File: config.mk
export PLATFORM = sky130hd
export DESIGN_NAME = push_btn_interface
export DESIGN_NICKNAME = d
export VERILOG_FILES = /design/src/rtl/push_btn_interface.sv
export SDC_FILE = /design/constraint.sdc
export NUM_CORES = 1
export LEC_CHECK = 0
export ABC_AREA = 1
export BUFFER_PORTS_ARGS = -buffer_cell sky130_fd_sc_hd__clkbuf_2
export CAP_MARGIN = 25
export CORE_AREA = 2 2 39 41
export DETAILED_ROUTE_END_ITERATION = 16
export DIE_AREA = 0 0 41 43
export PLACE_DENSITY_LB_ADDON = 0.12
export SLEW_MARGIN = 20
export SYNTH_ARGS = -nofsm -noshare
export SYNTH_HDL_FRONTEND = slang
export SYNTH_SLANG_ARGS = --single-unit
File: constraint.sdc
create_clock -name clock -period 2.29 [get_ports clock]
set_clock_uncertainty 0.2 [all_clocks]
set_input_delay 0.3435 -clock clock [delete_from_list [all_inputs] [get_ports clock]]
set_output_delay 0.3435 -clock clock [all_outputs]
set_load 0.05 [all_outputs]
File: src/rtl/push_btn_interface.sv
`timescale 1ns/1ps
// push_btn_interface
//   Conditions one raw mechanical push-button for synchronous logic:
//   two-flop synchroniser, stability-counter debounce, and a one-cycle
//   pulse on every debounced press.
//
// Parameters
//   DEBOUNCE_CYCLES : consecutive synchronised cycles the input must differ
//                     from the debounced state before that state flips (>= 1)
//
// Ports
//   clock           : system clock, rising-edge active
//   reset           : asynchronous, active-low reset
//   button          : raw button level, asynchronous to clock (1 = pressed)
//   button_pressed  : registered, high for one cycle per debounced press
//   button_released : registered, high for one cycle per debounced release
//                     (present only when PUSHBTN_RELEASE_PULSE_EN is defined)
//
// Optional feature macro: PUSHBTN_RELEASE_PULSE_EN
module push_btn_interface #(
  parameter int unsigned DEBOUNCE_CYCLES = 8
) (
  input  logic clock,
  input  logic reset,
  input  logic button,
`ifdef PUSHBTN_RELEASE_PULSE_EN
  output logic button_released,
`endif
  output logic button_pressed
);

  localparam int unsigned CNT_WIDTH = $clog2(DEBOUNCE_CYCLES + 1);
  localparam logic [CNT_WIDTH-1:0] CNT_LAST = CNT_WIDTH'(DEBOUNCE_CYCLES - 1);

  // Debounced button state; encoding matches the synchronised level.
  typedef enum logic {
    ST_UP   = 1'b0,
    ST_DOWN = 1'b1
  } state_t;

  logic                 sync_meta;
  logic                 sync_s;
  state_t               state;
  state_t               state_next;
  logic [CNT_WIDTH-1:0] cnt;
  logic [CNT_WIDTH-1:0] cnt_next;
  logic                 pressed_next;
`ifdef PUSHBTN_RELEASE_PULSE_EN
  logic                 released_next;
`endif

  // Two-flop synchroniser; only sync_s is used downstream.
  always_ff @(posedge clock or negedge reset) begin
    if (!reset) begin
      sync_meta <= 1'b0;
      sync_s    <= 1'b0;
    end else begin
      sync_meta <= button;
      sync_s    <= sync_meta;
    end
  end

  // Debounce state, counter and output pulse registers.
  always_ff @(posedge clock or negedge reset) begin
    if (!reset) begin
      state          <= ST_UP;
      cnt            <= '0;
      button_pressed <= 1'b0;
`ifdef PUSHBTN_RELEASE_PULSE_EN
      button_released <= 1'b0;
`endif
    end else begin
      state          <= state_next;
      cnt            <= cnt_next;
      button_pressed <= pressed_next;
`ifdef PUSHBTN_RELEASE_PULSE_EN
      button_released <= released_next;
`endif
    end
  end

  // Next state: count cycles of disagreement, flip on the last one.
  // Any agreement clears the count, so bounce restarts the window.
  always_comb begin
    state_next   = state;
    cnt_next     = '0;
    pressed_next = 1'b0;
`ifdef PUSHBTN_RELEASE_PULSE_EN
    released_next = 1'b0;
`endif
    if (sync_s != logic'(state)) begin
      if (cnt == CNT_LAST) begin
        state_next   = state_t'(sync_s);
        pressed_next = sync_s;
`ifdef PUSHBTN_RELEASE_PULSE_EN
        released_next = !sync_s;
`endif
      end else begin
        cnt_next = cnt + CNT_WIDTH'(1);
      end
    end
  end

endmodule

# --- After elaboration in Yosys (flattened, before gate mapping) ---
# Index checks and enable logic that the tools add are counted.
word_totals:
  out_inout_bits: 1
  word_cells: 13
  regBits: 8
op_classes:
  n_addsub: 1
  n_eq_ne: 2
  mux: 4
  reduce_logical: 1
ops:
  columns: ["op", "n"]
  rows:
  - ["two-way mux 4 bit", 2]
  - ["adder 4 x 1 -> 4 bit (second input constant)", 1]
  - ["== test 4 x 3 -> 1 bit (second input constant)", 1]
  - ["two-way mux 1 bit", 2]
  - ["AND reduction 2 bit", 1]
  - ["!= test 1 bit", 1]

# --- Longest topological paths before layout ---
# Gate-level depths: netlist of run 1.
depth:
  word_depth: 3
  ltp_mapped: 5
  ltp_nobuf: 5

# --- Least setup slack after synthesis of run 1 ---
# Ideal clock, no wire load.
synth_timing:
  path_kind: "register to register"
  from: "register cnt[0]"
  to: "register cnt[3]"
  arrival_time_ns: 0.874
  synth_period_minus_slack_ns: 1.143
  path_stages_with_launch: 5
  path_slack_ns: 1.147
  n_path_buf: 0
  cell_sequence: "dfrtp_1 ha_1 nand3_2 nand2_1 nor2_2"
synth_between:
  elab_chain_cells: 3
  word_cells_on_any_way: 4
  cone_classes: "add/sub: 1; eq/ne: 1; mux: 2"
synth_rtl:
  columns: ["item", "line_no", "source"]
  rows:
  - ["start: declaration", "45", "logic [CNT_WIDTH-1:0] cnt;"]
  - ["start signal: assignment", "74", "cnt <= cnt_next;"]
  - ["adder 4 x 1 -> 4 bit or == test 4 x 3 -> 1 bit (tied branches)", "99, 92", null]
  - ["two-way mux 4 bit *", "92", "if (cnt == CNT_LAST) begin"]
  - ["two-way mux 4 bit *", "91", "if (sync_s != logic'(state)) begin"]
  - ["named net cnt_next[3]", "46", "logic [CNT_WIDTH-1:0] cnt_next;"]
# Mark *: on every way through the listed nets, which the timed path passes. The rest lies on a longest branch.
# A chain may end at the register's enable or synchronous reset.

# --- Worst setup path after layout of run 1 ---
layout_timing:
  from: "register button_pressed"
  to: "output button_pressed"
layout_rtl:
  columns: ["item", "line_no", "source"]
  rows:
  - ["start: declaration", "29", "output logic button_pressed"]
  - ["start signal: assignment", "75", "button_pressed <= pressed_next;"]
# No word-level cell between the ends.

==> qor.yml, run 1 <==
status:
  outcome: "completed"
global_routing:
  grt_pass1_wl_um: 772
  track_usage: 0.0752
  gr-total-overflow: 0
  first_global_vias: 196
  grt_start_max_net_pins: 9
  antenna_found_initial: 0
synthesis:
  ys_top_cells_by_area: "dfrtp_1 (64%), nand2_1 (8.4%), inv_1 (6.0%), nor2_1 (4.8%), ha_1 (4.0%)"
  syn_avg_cell_area_sq_um: 10.1
  synth.distinct_cells: 11
  synth_largest_area_cell: "dfrtp_1"
  postSynthCellCount: 31
  netlist_area_sq_um: 314
  synth_edf_count: 0
  synth-main-ff-cell: "dfrtp_1"
  async_reset_ff_frac: 1.00
  yosysTopAreaCellShare: 0.637
  syn-num-nets: 35
  seq_area_frac_synth: 0.637
  yosysMostFrequentCell: "dfrtp_1"
  ys_ff_latch: 8
  yosys_warnings: 0
  ys_top_cells_by_count: "dfrtp_1 (8), nand2_1 (7), inv_1 (5), nor2_1 (4)"
critical_path:
  crit_required_ps: 1750
  cp.buffers_inverters: 1
  cp-start-kind: "flop"
  path_cells: "clkbuf_2"
  end_kind: "primary output"
  arrival_ps: 820
  slowest_stage: "dfrtp_1"
  critical-path-top-delay-family: "flip-flops"
  rr_worst_depth: 4
  worstPathMaxFanout: 1
  crit_type: "flop to primary output"
  max_stage_delay_ps: 310
  path_depth: 1
timing:
  finalMaxSlewViolations: 0
  hold_viol_final: 0
  setup_viol: 0
  finalCriticalPeriod_ps: 1370
  fin_tns_setup_ps: 0
  fin_crit_sh: 0.597
  hold_slack_ps: 151
  max_freq_ghz: 0.731
  slew_headroom: 0.816
  rsz0062_at_grt: "false"
  worst_pin_slew_ps: 277
routing:
  via_per_inst: 3.93
  vias: 216
  drc: 0
  drt-initial-drc-count: 3
  routed_wl_um: 461
  antenna_left: 0
  wl_per_cell_um: 8.38
  first_pass_iters: 3
place:
  portBuffers: 3
  hpwl_um: 355
  place.gp.congestion: 0.706
  place_inst: 50
final_layout:
  nNetsFinal: 45
  stdcell_count: 55
  num_antenna_cells: 0
  drive_gt1_frac: 0.205
  syn2layout_area_growth_pct: 24.7
power:
  leakage_nw: 0.198
  peakVddDrop_mv: 0.258
  power_mw: 0.362
  switching_share: 0.288
  power_frac_clock: 0.286
  p_per_area_nw_per_um2: 924
  seq_power_share: 0.532
  p_comb_frac: 0.182
  power.switching_mw: 0.104
  p_int_mw: 0.258
clocking:
  ctsRootBufferMaster: "clkbuf_4"
  clk_latency_ps: 250
  clkTransAtPathRegs_ps: 50
  cts_htree_levels: 1
  post_cts_buffers: 0
  cts_sinks: 8
  cts_tree: "built"
  numCtsBuffers: 3
  cts_buffer_depth: 2
worst_hold_path:
  hold_path_class: "flop to flop"
  min_path_cells: 0
floorplanning:
  die_area_sq_um: 1760
  coreArea_sq_um: 1380
  rows: 14
  die_x_um: 41
  pin_count: 4
  chipHeight_um: 43
  start_util: 0.227
run:
  drv_cap: 0
what timing repair did:
action                                 4_1_cts  5_1_grt
hold buffers                                 2        0
resized for setup                            0        0
endpoints found under the hold margin        9        0
power groups by stage:
stage	Combinational, mW	Sequential, mW	Clock, mW
2_1_floorplan	0.0518	0.190	0
3_3_place_gp	0.0630	0.193	0
3_5_place_dp	0.0641	0.195	0
4_1_cts	0.0676	0.193	0.111
5_1_grt	0.0762	0.197	0.117
6_report	0.0658	0.193	0.103
final timing paths:
kind	startpoint	endpoint	slack, ps
hold / removal	sync_meta$_DFF_PN0_	sync_s$_DFF_PN0_	150
setup / recovery	button_pressed$_DFF_PN0_	button_pressed	920
max in group asynchronous	reset	state$_DFFE_PN0P_	1440
hold reg to reg	sync_meta$_DFF_PN0_	sync_s$_DFF_PN0_	150
setup reg to reg	cnt[0]$_DFF_PN0_	cnt[0]$_DFF_PN0_	1080
min in group asynchronous	reset	cnt[2]$_DFF_PN0_	270
layout by cell type (no fill, tap or decap):
master         Yosys  final
nor2_2             1      1
nand3_1            1      1
dfrtp_1            8      8
clkbuf_2           0      3
nand3_2            1      1
nand2_1            7      7
xnor2_1            1      1
ha_1               1      1
inv_1              5      5
o21ai_1            1      1
nand4_1            1      1
nor2_1             4      4
dlygate4sd3_1      0      2
clkbuf_4           0      3
kinds of logic (layout without fill, tap and decap cells):
group | count (synthesis) | in the layout | synth area share
AO/OA/AOI/OAI | 1 | 1 | 0.0159
XOR/XNOR | 1 | 1 | 0.0279
adder cells (fa/ha/maj) | 1 | 1 | 0.0398
buffers and inverters | 5 | 13 | 0.0598
flip-flops | 8 | 8 | 0.637
AND/OR/NAND/NOR | 15 | 15 | 0.219
layout make-up:
class | instances | area [sq um]
fillers | 149 | 992
well taps | 16 | 20.0
clock buffers | 3 | 22.5
multi-input cells | 18 | 95.1
repair buffers | 5 | 35.0
flip-flops and latches | 8 | 200
inverters | 5 | 18.8
state kept, by name, indices dropped and copies added (netlist names):
register and count:
state 1, sync_meta 1, sync_s 1, button_pressed 1, cnt 4
metrics by stage:
step	setup WS, ps	area (sq um)	utilization
floorplan	1150	314	-
detailed placement	1090	349	0.252
global placement	1090	349	0.252
finish	922	392	0.283
CTS	905	392	0.283
global route	886	392	0.283
layer usage:
metal	up-vias	global-route usage	part of all wire
li1	110	-	-
met1	103	0.0903	0.48
met2	3	0.0813	0.47
met3	0	0.0471	0.041
met4	0	0.0800	0
met5	-	0	0
(Power assumes the default switching activity.)
==> inputs of run 2 (changes only) <==
==> constraint.sdc (replaced) <==
create_clock -name clock -period 1.2 [get_ports clock]
set_clock_uncertainty 0.2 [all_clocks]
set_input_delay 0.18 -clock clock [delete_from_list [all_inputs] [get_ports clock]]
set_output_delay 0.18 -clock clock [all_outputs]
set_load 0.05 [all_outputs]
==> run 2 against run 1 <==
Sequential power rose by 87%. Clock power rose by 89%. Critical path type unchanged. Power rose by 100%. Register-to-register slack got worse by 1000 ps. Global-route usage rose by 0.22 points. Final cell count rose by 5.5%. Largest power group unchanged. Combinational power rose to 2.8 times the previous value. Worst setup slack got worse by 890 ps.
==> qor.yml, run 2 (same netlist as run 1, synthesis figures left out) <==
critical_path:
  max_stage_delay_ps: 350  # +40 ps
  worstPathMaxFanout: 1  # unchanged
  rr_worst_depth: 4  # unchanged
  slowest_stage: "dfrtp_1"
  cp-endpoint: "button_pressed"
  crit_required_ps: 820  # -930 ps
  cp-start-kind: "flop"
  cp.buffers_inverters: 1  # unchanged
  regToRegStartpoint: "cnt[0]$_DFF_PN0_"
  path_cells: "buf_4"
  arrival_ps: 780  # -40 ps
  crit_type: "flop to primary output"
  cp-startpoint: "button_pressed$_DFF_PN0_"
  r2r-end: "cnt[0]$_DFF_PN0_"
  ff2ff_setup_slack_ps: 60  # -1020 ps
  end_kind: "primary output"
  path_depth: 1  # unchanged
  critical-path-top-delay-family: "flip-flops"
clocking:
  clkTransAtPathRegs_ps: 50  # about the same
  cts_htree_levels: 1  # unchanged
  cts_sinks: 8  # unchanged
  clk_latency_ps: 250  # about the same
  cts_buffer_depth: 2  # unchanged
  numCtsBuffers: 3  # unchanged
  ctsRootBufferMaster: "clkbuf_4"
  cts_tree: "built"
worst_hold_path:
  hold_path_class: "input port to async pin"
routing:
  antenna_left: 0  # unchanged
  wl_per_cell_um: 8.12  # -3.1%
  drt-initial-drc-count: 0  # -3
  routed_wl_um: 471  # +2.2%
  vias: 233  # +7.9%
  drc: 0  # unchanged
  via_per_inst: 4.02  # +2.3%
  first_pass_iters: 1  # -2
global_routing:
  first_global_vias: 218  # +11%
  track_usage: 0.0774  # +0.00219
  antenna_found_initial: 0  # unchanged
  gr-total-overflow: 0  # unchanged
  grt_pass1_wl_um: 848  # +9.8%
  grt_start_max_net_pins: 9  # unchanged
floorplanning:
  chipHeight_um: 43  # unchanged
  start_util: 0.227  # unchanged
  die_x_um: 41  # unchanged
  die_area_sq_um: 1760  # unchanged
  pin_count: 4  # unchanged
  coreArea_sq_um: 1380  # unchanged
  rows: 14  # unchanged
place:
  placed_area_sq_um: 364  # +4.3%
  place.gp.congestion: 0.708  # +0.34%
  portBuffers: 3  # unchanged
  hpwl_um: 364  # +2.7%
final_layout:
  final_util: 0.303  # +0.0199
  drive_gt1_frac: 0.286  # +0.0806
  final_common_cell: "dfrtp_1"
  syn2layout_area_growth_pct: 33.5
  largest_reg_flops: 4  # unchanged
  final_cell_mix: "dfrtp_1 (8), nand2_1 (7), inv_1 (5)"
  nNetsFinal: 48  # +6.7%
  num_antenna_cells: 0  # unchanged
  fin_area_sq_um: 419  # +7.0%
  top_register: "cnt"
timing:
  slew_headroom: 0.869  # +0.0528
  hold_viol_final: 0  # unchanged
  setup_viol: 0  # unchanged
  worst_pin_slew_ps: 196  # -80.3 ps
  finalCriticalPeriod_ps: 1160
  fin_tns_setup_ps: 0  # unchanged
  finalMaxSlewViolations: 0  # unchanged
  fin_crit_sh: 0.971
  max_freq_ghz: 0.858
power:
  p_per_area_nw_per_um2: 1760  # +91%
  leakage_nw: 0.211  # +6.5%
  peakVddDrop_mv: 0.623  # +140%
run:
  drv_cap: 0  # unchanged
status:
  outcome: "completed"
-- run 2: cell types whose count changed in the layout (fill, tap and decap cells not counted) --
cell / previous run / this run
ha_1: 1 / 0
clkbuf_2: 3 / 2
buf_4: 0 / 4
ha_2: 0 / 1
-- run 2: per-stage QoR --
step / instances / total power, mW / setup slack (ps) / hold WS, ps
after global routing: 58 / 0.788 / -7.91 / 126
after global placement: 52 / 0.531 / 22.1 / -166
after floorplan: 31 / 0.462 / 57.2 / -316
after CTS: 57 / 0.739 / 1.34 / 100
final: 58 / 0.739 / 35.1 / 102
after detailed placement: 52 / 0.531 / 15.1 / -167
-- run 2: report_power, final --
group	internal (mW)	leakage (nW)	switching [mW]
combinational	0.0942	0.0932	0.0901
clock	0.114	0.0138	0.0813
sequential	0.322	0.104	0.0381
-- run 2: worst min path at each step --
stage | from | endpoint | cells past startpoint
floorplan | reset | button_pressed$_DFF_PN0_ | 0
global placement | reset | cnt[2]$_DFF_PN0_ | 1
finish | reset | state$_DFFE_PN0P_ | 2
global route | reset | sync_s$_DFF_PN0_ | 2
detailed placement | reset | cnt[1]$_DFF_PN0_ | 1
CTS | reset | sync_s$_DFF_PN0_ | 2
-- run 2: per-layer routing --
layer	GRT usage	wire length (um)
met1	0.0875	215
met4	0.100	25
met2	0.100	212
met3	0.0157	17
met5	0	0
-- run 2: timing repair --
| action | 4_1_cts | 5_1_grt |
|---|---|---|
| setup buffers | 0 | 1 |
| hold endpoints to repair | 9 | 0 |
| pin swaps | 0 | 1 |
| gates resized for setup | 1 | 2 |
| hold buffers | 2 | 0 |
| endpoints found under the setup margin | 1 | 5 |
-- run 2: area by class of cell --
| type | count | area, sq um |
|---|---|---|
| clock buffers | 3 | 22.5 |
| fillers | 143 | 965 |
| well taps | 16 | 20.0 |
| inverters | 5 | 18.8 |
| flip-flops and latches | 8 | 200 |
| multi-input cells | 18 | 97.6 |
| repair buffers | 8 | 60.1 |
